`config.mk`:
```
export PLATFORM = sky130hd
export DESIGN_NAME = riscv_hwloop_unit
export DESIGN_NICKNAME = d
export VERILOG_FILES = /design/src/rtl/riscv_hwloop_unit.sv
export SDC_FILE = /design/constraint.sdc
export NUM_CORES = 1
export LEC_CHECK = 0
export BUFFER_PORTS_ARGS = -buffer_cell sky130_fd_sc_hd__buf_2
export CORE_MARGIN = 5
export CORE_UTILIZATION = 61
export CTS_CLUSTER_DIAMETER = 40
export DETAILED_ROUTE_END_ITERATION = 16
export GPL_TIMING_DRIVEN = 0
export MAX_ROUTING_LAYER = met4
export PLACE_DENSITY = 0.86
export SLEW_MARGIN = 15
export SYNTH_ARGS = -nofsm -noshare
export SYNTH_HDL_FRONTEND = slang
export SYNTH_SLANG_ARGS = --single-unit
export TNS_END_PERCENT = 20
```
`constraint.sdc`:
```
create_clock -name clk -period 4.6 [get_ports clk]
set_clock_uncertainty 0.05 [all_clocks]
set_input_delay 0.23 -clock clk [delete_from_list [all_inputs] [get_ports clk]]
set_output_delay 0.23 -clock clk [all_outputs]
set_load 0.05 [all_outputs]
```
`src/rtl/riscv_hwloop_unit.sv`:
```
// riscv_hwloop_unit
// Hardware-loop unit that sits beside the ID stage of the RI5CY core.
// Each loop i has three registers: start[i], end[i] and cnt[i].
// The unit compares the ID-stage PC against every live loop's end address.
// When a live loop matches, it redirects fetch to that loop's start address.
// The innermost loop, index 0, wins when several loops match.
// The selected loop's counter decrements when the end-of-body instruction
// leaves ID.
//
// Ports:
//   clk, rst_n                    clock, asynchronous active-low reset
//   current_pc_i                  PC of the instruction currently in ID
//   id_valid_i                    ID instruction advances to EX this cycle
//   we_start_i/we_end_i/we_cnt_i  field write strobes (all share wdata_i)
//   wr_lid_i, wdata_i             write target loop and data (low bits used)
//   rd_lid_i                      readback loop index
//   rd_start_o/rd_end_o/rd_cnt_o  combinational readback of stored fields
//   hwlp_active_o                 per-loop "counter non-zero" flags
//   hwlp_jump_o                   redirect fetch this cycle
//   hwlp_targ_addr_o              redirect target (zero when no jump)
//   hwlp_lid_o                    index of the selected loop (zero if none)
module riscv_hwloop_unit #(
    parameter int N_LOOPS = 2,
    parameter int ADDR_W  = 32,
    parameter int CNT_W   = 32,
    parameter int LID_W   = (N_LOOPS > 1) ? $clog2(N_LOOPS) : 1
) (
    input  logic                                      clk,
    input  logic                                      rst_n,
    input  logic [ADDR_W-1:0]                         current_pc_i,
    input  logic                                      id_valid_i,
    input  logic                                      we_start_i,
    input  logic                                      we_end_i,
    input  logic                                      we_cnt_i,
    input  logic [LID_W-1:0]                          wr_lid_i,
    input  logic [((ADDR_W > CNT_W) ? ADDR_W : CNT_W)-1:0] wdata_i,
    input  logic [LID_W-1:0]                          rd_lid_i,
    output logic [ADDR_W-1:0]                         rd_start_o,
    output logic [ADDR_W-1:0]                         rd_end_o,
    output logic [CNT_W-1:0]                          rd_cnt_o,
    output logic [N_LOOPS-1:0]                        hwlp_active_o,
    output logic                                      hwlp_jump_o,
    output logic [ADDR_W-1:0]                         hwlp_targ_addr_o,
    output logic [LID_W-1:0]                          hwlp_lid_o
);

    logic [ADDR_W-1:0]  start_r [N_LOOPS];
    logic [ADDR_W-1:0]  end_r   [N_LOOPS];
    logic [CNT_W-1:0]   cnt_r   [N_LOOPS];

    logic               sel_found_s;
    logic [LID_W-1:0]   sel_idx_s;
    logic [ADDR_W-1:0]  sel_start_s;
    logic [CNT_W-1:0]   sel_cnt_s;
    logic               jump_s;
    logic [N_LOOPS-1:0] wr_hit_s;
    logic [N_LOOPS-1:0] dec_s;

    // Priority match: scan from the outermost loop down so that the lowest index overwrites.
    always_comb begin
        sel_found_s = 1'b0;
        sel_idx_s   = '0;
        sel_start_s = '0;
        sel_cnt_s   = '0;
        for (int i = N_LOOPS - 1; i >= 0; i--) begin
            if ((cnt_r[i] != '0) && (current_pc_i == end_r[i])) begin
                sel_found_s = 1'b1;
                sel_idx_s   = LID_W'(i);
                sel_start_s = start_r[i];
                sel_cnt_s   = cnt_r[i];
            end else begin
                sel_found_s = sel_found_s;
            end
        end
    end

    // Redirect outputs: the last iteration (cnt == 1) falls through and does not jump.
    always_comb begin
        jump_s           = sel_found_s && (sel_cnt_s > CNT_W'(1));
        hwlp_jump_o      = jump_s;
        hwlp_lid_o       = sel_idx_s;
        if (jump_s) begin
            hwlp_targ_addr_o = sel_start_s;
        end else begin
            hwlp_targ_addr_o = '0;
        end
    end

    // Per-loop write hits, decrement enables and liveness flags.
    // Out-of-range write indices hit no loop, so those writes vanish.
    always_comb begin
        wr_hit_s      = '0;
        dec_s         = '0;
        hwlp_active_o = '0;
        for (int i = 0; i < N_LOOPS; i++) begin
            wr_hit_s[i]      = (wr_lid_i == LID_W'(i));
            dec_s[i]         = sel_found_s && id_valid_i && (sel_idx_s == LID_W'(i));
            hwlp_active_o[i] = (cnt_r[i] != '0);
        end
    end

    // Readback mux: stored values only; an out-of-range index reads zero.
    always_comb begin
        rd_start_o = '0;
        rd_end_o   = '0;
        rd_cnt_o   = '0;
        for (int i = 0; i < N_LOOPS; i++) begin
            if (rd_lid_i == LID_W'(i)) begin
                rd_start_o = start_r[i];
                rd_end_o   = end_r[i];
                rd_cnt_o   = cnt_r[i];
            end else begin
                rd_start_o = rd_start_o;
            end
        end
    end

    // Loop register file: CSR writes take precedence over the decrement of the same counter.
    always_ff @(posedge clk or negedge rst_n) begin
        if (!rst_n) begin
            for (int i = 0; i < N_LOOPS; i++) begin
                start_r[i] <= '0;
                end_r[i]   <= '0;
                cnt_r[i]   <= '0;
            end
        end else begin
            for (int i = 0; i < N_LOOPS; i++) begin
                if (we_start_i && wr_hit_s[i]) begin
                    start_r[i] <= wdata_i[ADDR_W-1:0];
                end else begin
                    start_r[i] <= start_r[i];
                end
                if (we_end_i && wr_hit_s[i]) begin
                    end_r[i] <= wdata_i[ADDR_W-1:0];
                end else begin
                    end_r[i] <= end_r[i];
                end
                if (we_cnt_i && wr_hit_s[i]) begin
                    cnt_r[i] <= wdata_i[CNT_W-1:0];
                end else if (dec_s[i]) begin
                    cnt_r[i] <= cnt_r[i] - CNT_W'(1);
                end else begin
                    cnt_r[i] <= cnt_r[i];
                end
            end
        end
    end

endmodule

```
* Yosys cells after proc, flatten, opt, wreduce, memory -nomap -nowiden
Cells that the tools add are included.
Cells by class: bitwise operators 2, mux-type cells 15, $add $sub $neg 2, reductions and logical operators 16, order comparisons 1, eq/ne operators 2
Operators by type and width (number):
- 32-bit two-way mux | 12
- 32-bit == test | 2
- 32-bit nonzero test | 2
- 32-bit by 1-bit subtractor with 32-bit output (second input constant) | 2
- 32-bit by 1-bit > comparator with 1-bit output (second input constant) | 1
- 1-bit logical AND | 12
- 2-bit nonzero test | 2
- 1-bit two-way mux | 3
- 1-bit inverter | 2
Storage, ports and cells: bits of input ports 72, bits in registers 192, output and inout port bits 132

* Depth between registers and ports, before layout
Gate-level depths: netlist (run 1).
word-level depth 8, gate-level depth with buffers 12, depth with buffers taken out 8

* Worst setup path before layout (run 1)
No wires, ideal clock.
path kind reg-to-output, from register cnt_r[52] (netlist name), to output port hwlp_targ_addr_o[23], slack 0.975 ns, arrival time 3.345 ns, buffers on the path 4, stages on the path, launching flop included 13, required time 4.320 ns, cells stage by stage dfrtp_1 -> or4_4 -> or3_1 -> buf_6 -> nor2_4 -> and4_1 -> buf_4 -> o211ai_1 -> buf_2 -> inv_2 -> buf_2 -> a22oi_1 -> nor2_1
Between the ends: longest elaborated chain between the ends 6, elaborated cells between the ends (all ways) 8, classes of those cells order compare (1); mux (4); reduce/logical (3)
RTL lines:
- start, declared | RTL line 49 | logic [CNT_W-1:0] cnt_r [N_LOOPS];
- start signal, assigned by index | RTL line 139 | cnt_r[i] <= wdata_i[CNT_W-1:0];
- start signal, assigned by index | RTL line 141 | cnt_r[i] <= cnt_r[i] - CNT_W'(1);
- start signal, assigned by index | RTL line 143 | cnt_r[i] <= cnt_r[i];
- 32-bit nonzero test | RTL line 66 | if ((cnt_r[i] != '0) && (current_pc_i == end_r[i])) begin
- 1-bit logical AND | RTL line 66
- 32-bit two-way mux | RTL line 66
- 32-bit by 1-bit > comparator with 1-bit output | RTL line 79 | jump_s = sel_found_s && (sel_cnt_s > CNT_W'(1));
- 1-bit logical AND | RTL line 79
- 32-bit two-way mux * | RTL line 82 | if (jump_s) begin
- end, declared | RTL line 43 | output logic [ADDR_W-1:0] hwlp_targ_addr_o,
Every way passes the cells marked *; elsewhere a longest branch is shown, timed or not.

* Worst setup path after layout (run 1)
from register end_r[54] (netlist name), to output port hwlp_targ_addr_o[11]
Between the ends: longest elaborated chain between the ends 6, elaborated cells between the ends (all ways) 8, classes of those cells order compare (1); eq/ne (1); mux (4); reduce/logical (2)
RTL lines:
- start, declared | RTL line 48 | logic [ADDR_W-1:0] end_r [N_LOOPS];
- start signal, assigned by index | RTL line 134 | end_r[i] <= wdata_i[ADDR_W-1:0];
- start signal, assigned by index | RTL line 136 | end_r[i] <= end_r[i];
- 32-bit == test * | RTL line 66
- 1-bit logical AND * | RTL line 66
- 32-bit two-way mux | RTL line 66
- 32-bit by 1-bit > comparator with 1-bit output | RTL line 79
- 1-bit logical AND | RTL line 79
- 32-bit two-way mux * | RTL line 82
Marks and branches as above.

==> results of run 1 <==
==> cell families after synthesis <==
family	synth area share, %
compound gates	8.94
fa+ha+maj	0.456
flops	43.8
mux	23.1
buf+inv	2.95
xor+xnor	6.62
simple gates	14.2
==> routing by layer <==
| metal | track usage [%] | vias to the layer above | wire [um] |
|---|---|---|---|
| met5 | - | - | 0 |
| met4 | 15.0 | 0 | 1720 |
| met3 | 7.04 | 125 | 3590 |
| met2 | 54.5 | 648 | 16800 |
| met1 | 46.6 | 4812 | 13900 |
| li1 | - | 4225 | - |
==> metrics by stage <==
step / cells / setup WS (ns) / hold WS (ns) / cell area, um2
after floorplan: 1022 / 0.975 / -0.116 / 11000
after global placement: 1453 / 0.109 / 0.456 / 12300
after detailed placement: 1454 / 0.584 / 0.234 / 12300
after CTS: 1487 / 0.0303 / 0.0256 / 12900
after global routing: 1489 / 0.0106 / 0.0291 / 12900
final: 1490 / 0.218 / 0.0404 / 12900
==> worst max-delay path, delay by kind of cell (launching register included) <==
| family | cells | cell delay (ns) |
|---|---|---|
| flip-flops | 1 | 0.41 |
| XOR/XNOR | 1 | 0.26 |
| AO/OA/AOI/OAI | 1 | 0.19 |
| AND/OR/NAND/NOR | 5 | 1.60 |
| buffers and inverters | 3 | 1.20 |
==> repair_timing <==
item | 4_1_cts | 5_1_grt
gates resized for setup | 0 | 2
buffers inserted | 0 | 0
hold buffers | 1 | 0
endpoints found under the setup margin | 0 | 30
endpoints found under the hold margin | 86 | 0
==> power groups by stage <==
stage                     sequential, mW  combinational [mW]  clock, mW
after CTS                           2.17                1.50       1.57
final                               2.18                1.51       1.57
after global placement              2.18                1.46          0
after floorplan                     2.12                1.11          0
after detailed placement            2.19                1.49          0
after global routing                2.21                1.59       1.64
==> area by class of cell <==
class	count	area [um2]
fillers	1224	4900
plain buffers	63	287
diodes	3	7.51
multi-input cells	757	5860
inverters	10	37.5
clock buffers	19	433
well taps	229	287
flip-flops and latches	192	4800
repair buffers	204	1060
clock inverters	13	174
==> state kept, by name (all words and copies together) (netlist names) <==
register / flops
cnt_r: 64
end_r: 64
start_r: 64
==> Yosys cell counts (2+ instances only) <==
cell type	number	area share, %
mux2i_1	2	0.18
nand4_1	16	0.91
nand2_1	45	1.5
buf_6	5	0.51
o2111ai_1	2	0.16
nand3b_1	2	0.14
o211ai_1	6	0.41
a31oi_1	36	2.1
buf_2	7	0.32
or4b_2	2	0.18
nor4_1	29	1.7
ha_1	4	0.46
nor2_1	90	3.1
nand3_1	17	0.78
inv_2	2	0.068
dfrtp_1	192	44
o21ai_0	37	1.7
and3_1	3	0.17
or4_1	20	1.4
nor3_1	19	0.87
mux2_2	223	23
xor2_1	42	3.4
nor2b_1	4	0.23
nor4b_1	4	0.32
or3_1	29	1.7
buf_1	14	0.48
and2_1	3	0.17
clkbuf_1	36	1.2
a22oi_1	32	2.2
o41ai_1	4	0.32
a21oi_1	8	0.36
inv_1	7	0.24
and4_1	3	0.24
xnor2_1	41	3.3
o31ai_1	15	1.0
nand2b_1	5	0.28
==> worst max path at each step <==
stage / startpoint / end / cells after the start / slack [ns]
6_report: end_r[54]$_DFFE_PN0P_ / hwlp_targ_addr_o[11] / 10 / 0.22
5_1_grt: end_r[54]$_DFFE_PN0P_ / hwlp_targ_addr_o[11] / 10 / 0.01
4_1_cts: end_r[36]$_DFFE_PN0P_ / hwlp_targ_addr_o[11] / 10 / 0.03
3_5_place_dp: end_r[54]$_DFFE_PN0P_ / hwlp_targ_addr_o[11] / 10 / 0.58
3_3_place_gp: rst_n / start_r[55]$_DFFE_PN0P_ / 1 / 0.11
2_1_floorplan: cnt_r[52]$_DFFE_PN0P_ / hwlp_targ_addr_o[23] / 12 / 0.98
==> results by group, run 1 <==
Run status
  • Status: complete, no violations

Global route
  • Vias in the first global route: 9528
  • Pin count of the biggest net entering global routing: 107
  • Initial antenna violation count: 2
  • Gr usage total: 35.6%
  • First-pass GRT wire length: 54.4 mm
  • Remaining Overflow, GRT: 0

Hold path
  • WHS Path Cells: 3
  • Hold_sp: wdata_i[20]
  • Hold EP: cnt_r[20]$_DFFE_PN0P_
  • HP Class: in2reg

Power and ir drop
  • Worst-case vdd ir drop: 0.319 mV
  • Clock network power share: 29.8%
  • Cell-internal power: 3.32 mW
  • Switching Share: 36.9%
  • Flop pwr share: 41.5%
  • Pwr dens: 406 nW/um2
  • Pwr Total: 5.25 mW
  • Switching power: 1.94 mW
  • Leakage power total: 5.24 nW
  • Comb power frac: 28.7%

Yosys
  • Post-synth EDFFs: 0
  • Yosys warnings: 0
  • Unique masters post-synth: 52
  • Synth Register Bits: 192
  • Sequential cell area fraction in the yosys report: 43.8%
  • Post-synth ARST share: 100%
  • Synthesized Nets: 1098
  • Mapped Area: 11000 um2
  • Avg Cell Area, Syn: 10.7 um2
  • Top FF cell, synth: dfrtp_1
  • Gate Count Post-Synth: 1022

Floorplanning
  • Core Box Area: 17800 um2
  • # IOs: 204
  • Die Y: 144 um
  • Die Area: 20800 um2
  • Num rows: 49
  • Initial Util: 61.5%
  • Die width: 144 um

STA
  • Setup_tns: 0 ns
  • Min Tclk post-route: 4.38 ns
  • Final Setup Violations: 0
  • Slew headroom: 45.1%
  • RSZ-0062 raised after global routing: true
  • Max Freq: 228 MHz
  • Max Transition Viols Final: 0
  • Hold Vio Cnt, Final: 0
  • Slew @ Worst Pin: 0.823 ns
  • Final critical-path share of the clock period: 95.3%

Routing
  • Detailed-router iteration count before antenna repair: 7
  • Final WL: 35.9 mm
  • DRC: 0
  • Via density: 6.58
  • Antenna viol nets, final: 0
  • First DRT Iteration DRCs: 1126
  • Vias: 9810
  • WL/cell: 24.1 um

Setup path
  • CP max stage cell: clkbuf_1
  • Capturing point of the worst reg2reg path: cnt_r[18]$_DFFE_PN0P_
  • R2R Setup Slk: 1.17 ns
  • Crit path cell chain: xnor2_1 -> nand4_1 -> nor4_1 -> nand4_1 -> clkbuf_1 -> nor2_2 -> clkbuf_1 -> a22oi_1 -> nor2_1 -> buf_2
  • Crit Path Class: reg2out
  • Largest stage delay, worst path: 0.53 ns
  • CP startpoint kind: flip-flop
  • CP required: 4.32 ns
  • Crit-path max FO: 10
  • Crit path capture type: primary output
  • Worst r2r src: cnt_r[2]$_DFFE_PN0P_
  • R2r worst-path depth: 9
  • Worst Path Arrival: 4.10 ns

Clock network
  • Clk Latency, worst-skew pair: 0.45 ns
  • Reg clk slew, reported paths: 0.07 ns
  • Maximum clock path buffer count: 2
  • H-Tree Depth: 4
  • CTS root buf: clkbuf_16
  • CTS buffer count: 17
  • CTS tree: built
  • Clk sinks: 192

Finish
  • Layout Nets: 1321
  • Most frequent cells in the layout: mux2_2 (223), buf_2 (208), dfrtp_1 (192)
  • P&R area growth vs syn: 17.9%
  • Commonest non-fill, non-tap cell in the layout: mux2_2
  • Share of post-route cells with drive strength above 1: 38.3%
  • Final core utilization: 72.6%

Place
  • GPL Wtd Cong: 0.993
  • IO Port Bufs: 202
  • Hpwl dp: 26.0 mm

Flow run
  • MaxCap Viol Count: 0
Note: power is estimated with default switching activity, not from simulation.
==> inputs of run 2 (changes only) <==
- ABC_AREA: not set -> 1
- CORE_UTILIZATION: 61 -> 62
- PLACE_DENSITY: 0.86 -> 0.87
==> run 2 against run 1 <==
Sequential cell count unchanged. Final area increased by 11%. Largest power group unchanged. Synthesized area increased by 13%. Final cell count increased by 54%. Routed wire length increased by 27%. Critical path depth increased by 1. Global-route usage increased by 5.2 points. Total power increased by 15%. Die area increased by 10%. Fmax increased by 36%.
==> results by group, run 2 <==
Yosys
  • Post-synth EDFFs: 0 (unchanged)
  • Largest cells by area after synthesis: dfrtp_1 (39%), nand2_1 (19%), o21ai_0 (9.3%)
  • Post-synth ARST share: 100% (unchanged)
  • Area share of the largest cell type after synthesis: 38.8% (-4.9 points)
  • Top FF cell, synth: dfrtp_1
  • Synth Register Bits: 192 (unchanged)
  • Yosys warnings: 0 (unchanged)
  • Post-synth top cells: nand2_1 (611), o21ai_0 (229), dfrtp_1 (192)
  • Synthesized Nets: 1867 (+70%)
  • Gate Count Post-Synth: 1791 (+75%)
  • Avg Cell Area, Syn: 6.91 um2 (-36%)
  • Yosys top cell by area: dfrtp_1
  • Sequential cell area fraction in the yosys report: 38.8% (-4.9 points)
  • Most common cell in the netlist: nand2_1
  • Mapped Area: 12400 um2 (+13%)
  • Unique masters post-synth: 29 (-44%)

Setup path
  • Crit path cell chain: xnor2_1 -> nand2_1 -> nor2_1 -> nand4_1 -> nor2_2 -> nand3_1 -> nand2_2 -> buf_6 -> nand2_1 -> inv_1 -> buf_2
  • Largest stage delay, worst path: 0.42 ns (-0.11 ns)
  • Buf/Inv on CP: 3 (unchanged)
  • Worst Path Arrival: 2.95 ns (-1.15 ns)
  • Largest delay share family, worst path: simple AND/OR/NAND/NOR gates
  • CP Depth: 11 (+1)
  • Worst r2r src: end_r[43]$_DFFE_PN0P_
  • CP max stage cell: dfrtp_1
  • CP startpoint: end_r[43]$_DFFE_PN0P_
  • Crit path top cell by count: nand2_1
  • R2R Setup Slk: 2.05 ns (+0.88 ns)
  • Capturing point of the worst reg2reg path: cnt_r[37]$_DFFE_PN0P_
  • R2r worst-path depth: 10 (+1)
  • CP required: 4.32 ns (about the same)
  • Crit Path Class: reg2out
  • CP startpoint kind: flip-flop
  • Crit path capture type: primary output
  • CP Capture Point: hwlp_targ_addr_o[2]
  • Crit-path max FO: 10 (unchanged)

Place
  • Pre-CTS setup slack: 1.79 ns (+1.21 ns)
  • GPL Wtd Cong: 1.06 (+6.5%)
  • IO Port Bufs: 202 (unchanged)
  • Hpwl dp: 33.8 mm (+30%)

Global route
  • Gr usage total: 40.7% (+5.2 points)
  • Remaining Overflow, GRT: 0 (unchanged)
  • First-pass GRT wire length: 68.5 mm (+26%)
  • Pin count of the biggest net entering global routing: 105 (-1.9%)
  • Vias in the first global route: 12600 (+32%)
  • Initial antenna violation count: 2 (unchanged)

STA
  • Slew headroom: 48.0% (+2.8 points)
  • Max Transition Viols Final: 0 (unchanged)
  • Final Setup Violations: 0 (unchanged)
  • Setup_tns: 0 ns (unchanged)
  • Max Freq: 310 MHz (+36%)
  • Slew @ Worst Pin: 0.780 ns (-0.0423 ns)
  • Post-route setup slack: 1.37 ns (+1.15 ns)
  • RSZ-0062 raised after global routing: false
  • Final critical-path share of the clock period: 70.2% (-25 points)
  • Hold Vio Cnt, Final: 0 (unchanged)
  • Min Tclk post-route: 3.23 ns (-1.15 ns)

Power and ir drop
  • Worst-case vdd ir drop: 0.290 mV (-9.0%)
  • Leakage power total: 7.60 nW (+45%)
  • Pwr dens: 421 nW/um2 (+3.7%)

Routing
  • First DRT Iteration DRCs: 1719 (+53%)
  • Final WL: 45.5 mm (+27%)
  • WL/cell: 19.8 um (-18%)
  • Via density: 5.85 (-11%)
  • DRC: 0 (unchanged)
  • Antenna viol nets, final: 0 (unchanged)
  • Vias: 13400 (+37%)
  • Detailed-router iteration count before antenna repair: 5 (-2)

Finish
  • Layout Nets: 2090 (+58%)
  • Share of post-route cells with drive strength above 1: 16.1% (-22 points)
  • P&R area growth vs syn: 16.0%
  • Most frequent cells in the layout: nand2_1 (611), o21ai_0 (229), buf_2 (217)
  • Commonest non-fill, non-tap cell in the layout: nand2_1
  • Final core utilization: 73.5% (+0.95 points)
  • Layout fillers: 1598 (+31%)
  • Leading registers by flop count: cnt_r: 64 flops, end_r: 64 flops, start_r: 64 flops

Clock network
  • Reg clk slew, reported paths: 0.08 ns (about the same)
  • CTS root buf: clkbuf_16
  • Maximum clock path buffer count: 2 (unchanged)
  • CTS tree: built
  • Clk sinks: 192 (unchanged)
  • CTS buffer count: 17 (unchanged)
  • Clk Latency, worst-skew pair: 0.45 ns (about the same)
  • H-Tree Depth: 4 (unchanged)

Flow run
  • MaxCap Viol Count: 0 (unchanged)

Floorplanning
  • Core Box Area: 19500 um2 (+9.4%)
  • Initial Util: 63.4% (+1.8 points)
  • Die width: 151 um (+4.9%)
  • Die Area: 22900 um2 (+10%)
  • Num rows: 51 (+4.1%)
  • # IOs: 204 (unchanged)
  • Die Y: 151 um (+4.9%)

Run status
  • Status: complete, no violations

Hold path
  • HP Class: in2reg
  • Hold_sp: wdata_i[17]
run 2: report_power, final:
| group | internal (mW) | leakage [nW] | switching (mW) | total, mW |
|---|---|---|---|---|
| Combinational | 0.646 | 4.92 | 1.60 | 2.25 |
| Sequential | 1.96 | 2.41 | 0.335 | 2.29 |
| Clock | 0.778 | 0.276 | 0.720 | 1.50 |
| Total | 3.38 | 7.60 | 2.66 | 6.04 |
run 2: area by class of cell:
| cell class | instances | area (um2) | area share, % |
|---|---|---|---|
| Sequential cell | 192 | 4800 | 33.5 |
| Multi-Input combinational cell | 1345 | 6540 | 45.5 |
| Inverter | 168 | 631 | 4.39 |
| Tap cell | 265 | 332 | 2.31 |
| Timing Repair Buffer | 204 | 1060 | 7.38 |
| Clock buffer | 18 | 439 | 3.06 |
| Buffer | 86 | 399 | 2.78 |
| Antenna cell | 2 | 5.00 | 0.0349 |
| Clock inverter | 13 | 146 | 1.02 |
run 2: metal layers:
layer  routed length, um  track usage, %
met5                   0               -
met4                2300            20.2
met3                5160            7.48
met2               21500            64.7
met1               16500            50.2
run 2: what timing repair did:
item | CTS | global route
hold buffers | 1 | 0
buffers inserted | 0 | 0
hold endpoints to repair | 88 | 0
gates resized for setup | 0 | 0
run 2: worst min path at each step:
stage | slack [ns] | cells after the start | endpoint
after CTS | 0.04 | 5 | cnt_r[17]$_DFFE_PN0P_
after global routing | 0.08 | 5 | cnt_r[13]$_DFFE_PN0P_
after floorplan | -0.12 | 0 | cnt_r[0]$_DFFE_PN0P_
final | 0.06 | 5 | cnt_r[17]$_DFFE_PN0P_
after global placement | 0.43 | 2 | start_r[30]$_DFFE_PN0P_
after detailed placement | 0.24 | 1 | start_r[16]$_DFFE_PN0P_
run 2: worst reg2reg max path: stages, from the launching register on:
cell     delay, ns
dfrtp_1       0.42
xnor2_1       0.36
nand2_1       0.10
nor2_1        0.11
nand4_1       0.13
nor2_2        0.42
nand3_2       0.28
nand2_2       0.25
buf_4         0.23
nand2_1       0.07
nand2_1       0.07
run 2: stage by stage:
stage                     instances  total power [mW]  instance area, um2  hold WS [ns]
after floorplan                1791              3.84               12400        -0.116
after global placement         2258              4.46               13700         0.434
after detailed placement       2259              4.50               13800         0.236
after CTS                      2291              5.98               14300        0.0448
after global routing           2292              6.34               14300        0.0753
final                          2293              6.04               14400        0.0554
run 2: logic make-up after synthesis:
logic type | after synthesis | share of synthesized area, %
XOR/XNOR | 89 | 6.30
buffers and inverters | 254 | 8.32
multiplexers | 46 | 4.19
AND/OR/NAND/NOR | 960 | 31.9
AO/OA/AOI/OAI | 246 | 10.0
adder cells (fa/ha/maj) | 4 | 0.405
flip-flops | 192 | 38.8
